**config.mk**
```make
export PLATFORM = sky130hd
export DESIGN_NAME = speed_calc_divider_module_flat
export DESIGN_NICKNAME = d
export VERILOG_FILES = /design/src/rtl/speed_calc_divider_module_pkg.sv /design/src/rtl/speed_calc_divider_module_if.sv /design/src/rtl/speed_calc_divider_module_div.sv /design/src/rtl/speed_calc_divider_module.sv /design/src/flat_wrapper.sv
export SDC_FILE = /design/constraint.sdc
export NUM_CORES = 1
export LEC_CHECK = 0
export BUFFER_PORTS_ARGS = -buffer_cell sky130_fd_sc_hd__buf_2
export CAP_MARGIN = 25
export CORE_MARGIN = 2
export CORE_UTILIZATION = 40
export DETAILED_ROUTE_END_ITERATION = 7
export PLACE_DENSITY = 0.64
export SKIP_LAST_GASP = 1
export SLEW_MARGIN = 20
export SYNTH_ARGS = -nofsm -noshare
export SYNTH_HDL_FRONTEND = slang
export SYNTH_HIERARCHICAL = 1
export SYNTH_SLANG_ARGS = --single-unit
```
**constraint.sdc**
```tcl
create_clock -name sys_clk -period 5.3 [get_ports sys_clk]
set_input_delay 0.265 -clock sys_clk [delete_from_list [all_inputs] [get_ports sys_clk]]
set_output_delay 0.265 -clock sys_clk [all_outputs]
set_load 0.05 [all_outputs]
```
**src/rtl/speed_calc_divider_module_pkg.sv**
```systemverilog
// rtl/speed_calc_divider_module_pkg.sv - shared constants, FSM encoding and helpers for the speed divider
package speed_calc_divider_module_pkg;

  localparam int SPEED_W = 26;
  localparam logic [SPEED_W-1:0] PULSE_BASE = 26'd390625;

  localparam logic [7:0] WIN_1   = 8'd1;
  localparam logic [7:0] WIN_4   = 8'd4;
  localparam logic [7:0] WIN_16  = 8'd16;
  localparam logic [7:0] WIN_64  = 8'd64;
  localparam logic [7:0] WIN_128 = 8'd128;

  typedef enum logic [2:0] {
    ST_IDLE = 3'd0,
    ST_DIV  = 3'd1,
    ST_MODE = 3'd2,
    ST_FILT = 3'd3,
    ST_DONE = 3'd4
  } state_e;

  // Lower switching limit; clamps at zero so the bottom band never wraps.
  function automatic logic [SPEED_W:0] sat_sub(input logic [SPEED_W:0] a, input logic [SPEED_W:0] b);
    return (a >= b) ? (a - b) : '0;
  endfunction

endpackage

```
**src/rtl/speed_calc_divider_module_if.sv**
```systemverilog
// rtl/speed_calc_divider_module_if.sv - timing-stage result in, speed/window results out
interface speed_calc_divider_module_if;
  import speed_calc_divider_module_pkg::*;

  logic [SPEED_W-1:0] speed_pluse_time_cnt_in;
  logic [SPEED_W-1:0] speed_pluse_count_dividend_in;
  logic               speed_cnt_valid_in;
  logic [SPEED_W-1:0] speed_value_out;
  logic               speed_valid_out;
  logic [7:0]         speed_area_count_value_out;
  logic               speed_area_count_valid_out;
  logic               busy_out;
  logic               overrun_out;

  modport master (
    output speed_pluse_time_cnt_in, speed_pluse_count_dividend_in, speed_cnt_valid_in,
    input  speed_value_out, speed_valid_out, speed_area_count_value_out,
           speed_area_count_valid_out, busy_out, overrun_out
  );

  modport slave (
    input  speed_pluse_time_cnt_in, speed_pluse_count_dividend_in, speed_cnt_valid_in,
    output speed_value_out, speed_valid_out, speed_area_count_value_out,
           speed_area_count_valid_out, busy_out, overrun_out
  );

endinterface

```
**src/rtl/speed_calc_divider_module_div.sv**
```systemverilog
// rtl/speed_calc_divider_module_div.sv - 26-cycle restoring divider with start/done handshake
module speed_restoring_divider_26
  import speed_calc_divider_module_pkg::*;
(
  input  logic               sys_clk,
  input  logic               reset_n,
  input  logic               start_i,
  input  logic [SPEED_W-1:0] dividend_i,
  input  logic [SPEED_W-1:0] divisor_i,
  output logic [SPEED_W-1:0] quotient_o,
  output logic               done_o,
  output logic               busy_o
);

  logic               busy_q, busy_d;
  logic [4:0]         cnt_q, cnt_d;
  logic [SPEED_W-1:0] dvd_q, dvd_d;
  logic [SPEED_W-1:0] dsr_q, dsr_d;
  logic [SPEED_W:0]   rem_q, rem_d;
  logic [SPEED_W-1:0] quot_q, quot_d;

  logic [SPEED_W:0]   rem_sh;
  logic               rem_ge;

  // Shift in the next dividend bit, then try to subtract the divisor.
  assign rem_sh = {rem_q[SPEED_W-1:0], dvd_q[SPEED_W-1]};
  assign rem_ge = (rem_sh >= {1'b0, dsr_q});

  always_comb begin
    busy_d = busy_q;
    cnt_d  = cnt_q;
    dvd_d  = dvd_q;
    dsr_d  = dsr_q;
    rem_d  = rem_q;
    quot_d = quot_q;
    if (start_i && !busy_q) begin
      busy_d = 1'b1;
      cnt_d  = 5'd25;
      dvd_d  = dividend_i;
      dsr_d  = divisor_i;
      rem_d  = '0;
      quot_d = '0;
    end else if (busy_q) begin
      rem_d  = rem_ge ? (rem_sh - {1'b0, dsr_q}) : rem_sh;
      quot_d = {quot_q[SPEED_W-2:0], rem_ge};
      dvd_d  = {dvd_q[SPEED_W-2:0], 1'b0};
      if (cnt_q == 5'd0) begin
        busy_d = 1'b0;
      end else begin
        cnt_d = cnt_q - 5'd1;
      end
    end
  end

  always_ff @(posedge sys_clk or negedge reset_n) begin
    if (!reset_n) begin
      busy_q <= 1'b0;
      cnt_q  <= '0;
      dvd_q  <= '0;
      dsr_q  <= '0;
      rem_q  <= '0;
      quot_q <= '0;
    end else begin
      busy_q <= busy_d;
      cnt_q  <= cnt_d;
      dvd_q  <= dvd_d;
      dsr_q  <= dsr_d;
      rem_q  <= rem_d;
      quot_q <= quot_d;
    end
  end

  assign quotient_o = quot_q;
  assign done_o     = busy_q && (cnt_q == 5'd0);
  assign busy_o     = busy_q;

endmodule

```
**src/rtl/speed_calc_divider_module.sv**
```systemverilog
// rtl/speed_calc_divider_module.sv - speed = dividend/time, hysteretic window select; SPEED_IIR_FILTER_EN adds an IIR on the speed output
module speed_calc_divider_module
  import speed_calc_divider_module_pkg::*;
#(
  parameter int TH_1_4     = 16,
  parameter int TH_4_16    = 64,
  parameter int TH_16_64   = 256,
  parameter int TH_64_128  = 1024,
  parameter int HYST       = 4,
  parameter int FILT_SHIFT = 3
) (
  input  logic                        sys_clk,
  input  logic                        reset_n,
  speed_calc_divider_module_if.slave  bus
);

  state_e             state_q, state_d;
  logic               div_start, div_done, div_busy;
  logic [SPEED_W-1:0] div_quot;
  logic               zero_q;
  logic [SPEED_W-1:0] quot_sel;
  logic [7:0]         win_nxt_q, win_d;
  logic [7:0]         area_q;
  logic [SPEED_W-1:0] speed_q;
  logic               valid_q;
  logic               overrun_q;
  logic               busy;

  speed_restoring_divider_26 u_div (
    .sys_clk    (sys_clk),
    .reset_n    (reset_n),
    .start_i    (div_start),
    .dividend_i (bus.speed_pluse_count_dividend_in),
    .divisor_i  (bus.speed_pluse_time_cnt_in),
    .quotient_o (div_quot),
    .done_o     (div_done),
    .busy_o     (div_busy)
  );

  assign quot_sel = zero_q ? '0 : div_quot;

  always_ff @(posedge sys_clk or negedge reset_n) begin
    if (!reset_n) state_q <= ST_IDLE;
    else          state_q <= state_d;
  end

  always_comb begin
    state_d = state_q;
    case (state_q)
      ST_IDLE: if (bus.speed_cnt_valid_in)
                 state_d = (bus.speed_pluse_time_cnt_in != '0) ? ST_DIV : ST_MODE;
      ST_DIV:  if (div_done) state_d = ST_MODE;
`ifdef SPEED_IIR_FILTER_EN
      ST_MODE: state_d = ST_FILT;
      ST_FILT: state_d = ST_DONE;
`else
      ST_MODE: state_d = ST_DONE;
`endif
      ST_DONE: state_d = ST_IDLE;
      default: state_d = ST_IDLE;
    endcase
  end

  always_comb begin
    div_start = 1'b0;
    busy      = 1'b1;
    if (state_q == ST_IDLE) begin
      busy      = 1'b0;
      div_start = bus.speed_cnt_valid_in && (bus.speed_pluse_time_cnt_in != '0);
    end
  end

  // Window neighbours and switching bounds for the current window.
  logic [SPEED_W:0] up_bound, lo_bound, up_lim, lo_lim;
  logic [7:0]       up_win, dn_win;
  logic             has_up, has_dn;

  always_comb begin
    up_bound = '0;
    lo_bound = '0;
    up_win   = area_q;
    dn_win   = area_q;
    has_up   = 1'b0;
    has_dn   = 1'b0;
    case (area_q)
      WIN_1: begin
        has_up = 1'b1; up_bound = 27'(TH_1_4); up_win = WIN_4;
      end
      WIN_4: begin
        has_up = 1'b1; up_bound = 27'(TH_4_16);  up_win = WIN_16;
        has_dn = 1'b1; lo_bound = 27'(TH_1_4);   dn_win = WIN_1;
      end
      WIN_16: begin
        has_up = 1'b1; up_bound = 27'(TH_16_64); up_win = WIN_64;
        has_dn = 1'b1; lo_bound = 27'(TH_4_16);  dn_win = WIN_4;
      end
      WIN_64: begin
        has_up = 1'b1; up_bound = 27'(TH_64_128); up_win = WIN_128;
        has_dn = 1'b1; lo_bound = 27'(TH_16_64);  dn_win = WIN_16;
      end
      default: begin
        has_dn = 1'b1; lo_bound = 27'(TH_64_128); dn_win = WIN_64;
      end
    endcase
    up_lim = up_bound + 27'(HYST);
    lo_lim = sat_sub(lo_bound, 27'(HYST));
    win_d  = area_q;
    if (has_up && ({1'b0, quot_sel} >= up_lim))      win_d = up_win;
    else if (has_dn && ({1'b0, quot_sel} < lo_lim))  win_d = dn_win;
  end

`ifdef SPEED_IIR_FILTER_EN
  logic signed [27:0] filt_q, filt_d, q_ext, filt_diff;
  assign q_ext     = $signed({2'b00, quot_sel});
  assign filt_diff = q_ext - filt_q;
  assign filt_d    = zero_q ? 28'sd0 : (filt_q + (filt_diff >>> FILT_SHIFT));

  always_ff @(posedge sys_clk or negedge reset_n) begin
    if (!reset_n)                filt_q <= '0;
    else if (state_q == ST_FILT) filt_q <= filt_d;
  end
`endif

  always_ff @(posedge sys_clk or negedge reset_n) begin
    if (!reset_n) begin
      zero_q    <= 1'b0;
      win_nxt_q <= WIN_1;
      area_q    <= WIN_1;
      speed_q   <= '0;
      valid_q   <= 1'b0;
      overrun_q <= 1'b0;
    end else begin
      valid_q <= (state_q == ST_DONE);
      if (state_q == ST_IDLE && bus.speed_cnt_valid_in)
        zero_q <= (bus.speed_pluse_time_cnt_in == '0);
      if (state_q == ST_MODE)
        win_nxt_q <= win_d;
      if (state_q == ST_DONE) begin
        area_q <= win_nxt_q;
`ifdef SPEED_IIR_FILTER_EN
        speed_q <= filt_q[SPEED_W-1:0];
`else
        speed_q <= quot_sel;
`endif
      end
      if (bus.speed_cnt_valid_in && state_q != ST_IDLE)
        overrun_q <= 1'b1;
    end
  end

  assign bus.speed_value_out            = speed_q;
  assign bus.speed_valid_out            = valid_q;
  assign bus.speed_area_count_value_out = area_q;
  assign bus.speed_area_count_valid_out = valid_q;
  assign bus.busy_out                   = busy;
  assign bus.overrun_out                = overrun_q;

endmodule

```
**src/flat_wrapper.sv**
```systemverilog
// flat-port wrapper written by rule: the top's interface ports become plain ports
module speed_calc_divider_module_flat import speed_calc_divider_module_pkg::*;
#(
  parameter int TH_1_4     = 16,
  parameter int TH_4_16    = 64,
  parameter int TH_16_64   = 256,
  parameter int TH_64_128  = 1024,
  parameter int HYST       = 4,
  parameter int FILT_SHIFT = 3
)
  (sys_clk, reset_n, bus_speed_pluse_time_cnt_in, bus_speed_pluse_count_dividend_in, bus_speed_cnt_valid_in, bus_speed_value_out, bus_speed_valid_out, bus_speed_area_count_value_out, bus_speed_area_count_valid_out, bus_busy_out, bus_overrun_out);
  speed_calc_divider_module_if bus_i ();
  input  logic sys_clk;
  input  logic reset_n;
  input wire logic [$bits(bus_i.speed_pluse_time_cnt_in)-1:0] bus_speed_pluse_time_cnt_in;
  input wire logic [$bits(bus_i.speed_pluse_count_dividend_in)-1:0] bus_speed_pluse_count_dividend_in;
  input wire logic [$bits(bus_i.speed_cnt_valid_in)-1:0] bus_speed_cnt_valid_in;
  output wire logic [$bits(bus_i.speed_value_out)-1:0] bus_speed_value_out;
  output wire logic [$bits(bus_i.speed_valid_out)-1:0] bus_speed_valid_out;
  output wire logic [$bits(bus_i.speed_area_count_value_out)-1:0] bus_speed_area_count_value_out;
  output wire logic [$bits(bus_i.speed_area_count_valid_out)-1:0] bus_speed_area_count_valid_out;
  output wire logic [$bits(bus_i.busy_out)-1:0] bus_busy_out;
  output wire logic [$bits(bus_i.overrun_out)-1:0] bus_overrun_out;
  assign bus_i.speed_pluse_time_cnt_in = bus_speed_pluse_time_cnt_in;
  assign bus_i.speed_pluse_count_dividend_in = bus_speed_pluse_count_dividend_in;
  assign bus_i.speed_cnt_valid_in = bus_speed_cnt_valid_in;
  assign bus_speed_value_out = bus_i.speed_value_out;
  assign bus_speed_valid_out = bus_i.speed_valid_out;
  assign bus_speed_area_count_value_out = bus_i.speed_area_count_value_out;
  assign bus_speed_area_count_valid_out = bus_i.speed_area_count_valid_out;
  assign bus_busy_out = bus_i.busy_out;
  assign bus_overrun_out = bus_i.overrun_out;
  speed_calc_divider_module #(.TH_1_4(TH_1_4), .TH_4_16(TH_4_16), .TH_16_64(TH_16_64), .TH_64_128(TH_64_128), .HYST(HYST), .FILT_SHIFT(FILT_SHIFT)) u_core (.sys_clk(sys_clk), .reset_n(reset_n), .bus(bus_i));
endmodule
```
==> flow_summary.ini <==
[synthesis]
synthDistinctLibCells = 74
ys_ff_latch = 158
syn_inst = 942
synth_edf_count = 0
syn_area_per_cell_um2 = 9.311
yosysSeqAreaShare = 0.4511
synth_top_area_cell = dfrtp_1
synth_area_mm2 = 0.008771
synthesis.nets = 1046
synth_ff_type = dfrtp_1
yosysWarnings = 6
synth_top_area_frac = 0.4451
synthTopCellsByArea = dfrtp_1, nand2_1, ha_1, o21ai_0, mux2i_1
async_flop_share = 1.000

[final_layout]
nets = 1126
instances_no_fill = 1314
regArea_mm2 = 0.003960
drive_gt1_frac = 0.1702
antenna_cells = 0
syn_to_final_growth_pct = 16.19
multi_input_comb_area_mm2 = 0.004461
n_fill_cell = 2064

[clock_tree]
cts_tree = built
htreeDepth = 4
clock_path_buffers = 2
hold_buffers = 1
post_cts_buffers = 0
cts_made_buffers = 17
insertion_delay_ns = 0.43
cts_resized = 0
cts_num_sinks = 158
root_buffer = clkbuf_16
clkTransAtPathRegs_ns = 0.07

[sta]
rsz0062_at_grt = false
period_share = 0.8579
timing_hold_violations_final = 0
finalCriticalPeriod_ns = 4.547
fin_worst_skew_ns = 0.01135
max_freq_mhz = 219.9
fin_tns_setup_ns = 0
relSlewSlack = 0.4258
slew_viol_final = 0
tightestPinTransition_ns = 0.8613
setup_viol = 0

[routing]
drt-total-wl_mm = 20.15
drt-initial-drc-count = 460
detail-route-antenna-nets = 0
vias = 6844
avgViaCountPerCell = 5.209
dr.pass1.iters = 5
drc_errors = 0
wl_per_cell_um = 15.33

[power_and_ir_drop]
seq_power_share = 0.456
swShare = 0.2093
peakVddDrop_mv = 0.1886
switchingPower_uw = 553.3
intPower_uw = 2091
p_leak_uw = 0.004703
p_clk_frac = 0.525
power_density_mw_per_mm2 = 259.4
p_total_uw = 2644
p_comb_frac = 0.018

[outcome]
outcome = finished clean

[setup_path]
arrival_ns = 4.89
worst-setup-path-type = flip-flop to flip-flop
cp-end-kind = flip-flop
critPathRequiredTime_ns = 5.65
critical_path.startpoint_type = flip-flop
cp_max_fo = 6

[placement]
numPlacedInstances = 1280
gp_congestion = 0.8470
port_buffers = 92
hpwlAfterDp_mm = 13.94

[flow_run]
drv_cap = 0

[global_routing]
antenna_found_initial = 0
grt.overflow.total = 0
grt_max_degree = 92
grtUsageTotal = 0.1793
grt_pass1_wl_mm = 33.98
grt_pass1_vias = 6599

[floorplanning]
die_h_um = 152.1
die_w_um = 152.1
fp.coreArea_mm2 = 0.02169
io_pins = 93
die_area_mm2 = 0.02313
start_util = 0.4044
row_count = 54

[min_path]
hp-class = input port to flip-flop
through the flow:
stage | worst slack [ns] | hold WS [ns] | util | instance area [um2]
3_3_place_gp | 0.8844 | 0.4081 | 0.4370 | 9478
4_1_cts | 0.7300 | 0.03657 | 0.4679 | 10150
5_1_grt | 0.4641 | 0.05526 | 0.4699 | 10190
6_report | 0.7530 | 0.05692 | 0.4699 | 10190
3_5_place_dp | 0.7549 | 0.4099 | 0.4370 | 9478
2_1_floorplan | 0.9999 | -0.03059 | - | 8771
flip-flops by register name, summed over array words and instances (netlist names):
name	count
u_core/bus.speed_area_count_valid_out	1
u_core/bus.overrun_out	1
u_core/bus.speed_area_count_value_out	8
u_core/u_div/dvd_q	26
u_core/win_nxt_q	8
u_core/bus.speed_value_out	26
u_core/u_div/rem_q	26
u_core/u_div/cnt_q	5
u_core/u_div/quotient_o	26
u_core/zero_q	1
u_core/u_div/dsr_q	26
u_core/u_div/busy_o	1
u_core/state_q	3
worst paths after layout:
check	startpoint	end	slack [ns]	cells after the start
worst max register to register	u_core/bus.speed_area_count_value_out[1]$_DFFE_PN0P_	u_core/win_nxt_q[6]$_DFFE_PN0P_	0.75	15
worst min register to register	u_core/bus.overrun_out$_DFFE_PN0P_	u_core/bus.overrun_out$_DFFE_PN0P_	0.45	1
max in group asynchronous	reset_n	u_core/bus.speed_value_out[3]$_DFFE_PN0P_	3.42	3
worst min-delay path	bus_speed_pluse_time_cnt_in[6]	u_core/u_div/dsr_q[6]$_DFFE_PN0P_	0.06	3
min in group asynchronous	reset_n	u_core/u_div/dsr_q[20]$_DFFE_PN0P_	0.49	2
worst max-delay path	u_core/bus.speed_area_count_value_out[1]$_DFFE_PN0P_	u_core/win_nxt_q[6]$_DFFE_PN0P_	0.75	15
worst max-delay path: stages, from the launching register on:
cell      delay (ns)
dfrtp_1         0.40
or4_1           0.63
nor2_1          0.22
nand3_1         0.26
ha_1            0.34
nor3b_1         0.16
a21boi_1        0.28
inv_1           0.11
ha_1            0.33
nand4_1         0.20
o211ai_1        0.14
a311oi_1        0.38
a211oi_4        0.13
nor2_2          0.33
mux2_4          0.34
a211oi_2        0.20
layout by cell type, fill, tap and decap left out, types with 4 or more instances in the layout:
master,netlist,final
o21bai_1,5,5
clkbuf_16,0,17
inv_1,44,44
buf_2,0,91
o211ai_1,4,4
nor2b_1,15,15
mux2_2,18,18
a211oi_1,6,6
dfrtp_1,156,155
buf_4,1,8
nor4_1,9,9
nand2b_1,8,8
a21o_1,12,12
o21ai_0,111,111
nand4_1,5,5
and3_1,4,4
a21oi_1,45,45
bufinv_16,0,5
nand3_1,25,25
ha_1,48,48
nor2_1,29,27
o21ai_1,11,11
and2_1,4,4
xor2_1,11,11
mux2i_1,49,49
nor3_1,9,9
nand2_1,186,186
xnor2_1,16,16
o21a_1,5,5
layer usage:
layer | up-vias | GRT usage | wire length, um
li1 | 3436 | - | -
met1 | 3259 | 0.2552 | 9982
met2 | 125 | 0.2763 | 9085
met3 | 24 | 0.03651 | 759
met4 | 0 | 0.05563 | 318
met5 | - | 0 | 0
power groups by stage:
| stage | clock [uW] | combinational, uW | sequential [uW] |
|---|---|---|---|
| 6_report | 1390 | 48.8 | 1210 |
| 5_1_grt | 1480 | 57.7 | 1200 |
| 4_1_cts | 1430 | 51.5 | 1210 |
| 2_1_floorplan | 0 | 1.73 | 1230 |
| 3_3_place_gp | 0 | 49.9 | 1230 |
| 3_5_place_dp | 0 | 50.7 | 1230 |
cells by family (layout without fill, tap and decap cells):
logic type,count (synthesis),count (layout),share of synthesized area
flops,158,158,0.4511
mux,68,68,0.08074
compound gates,238,238,0.1661
simple gates,312,312,0.1623
fa+ha+maj,49,49,0.07076
buf+inv,90,182,0.04208
xor+xnor,27,27,0.02696
area by class of cell:
class / instances / area share
timing repair buffer: 103 / 0.05684
clock buffer: 20 / 0.04481
clock inverter: 11 / 0.02001
tap: 280 / 0.03438
sequential: 158 / 0.3886
multi-input combinational: 694 / 0.4377
inverter: 48 / 0.01768
cell usage after synthesis, types with 9 or more instances:
cell type and n:
nor3_1 9, o21ai_1 11, mux2i_1 49, xnor2_1 16, nand2_1 186, ha_1 48, nor4_1 9, inv_1 44
nor2b_1 15, nand3_1 25, mux2_2 18, a21o_1 12, nor2_1 29, xor2_1 11, a21oi_1 45, dfrtp_1 156
o21ai_0 111, clkbuf_1 36
Power figures use the tool's default switching activity.
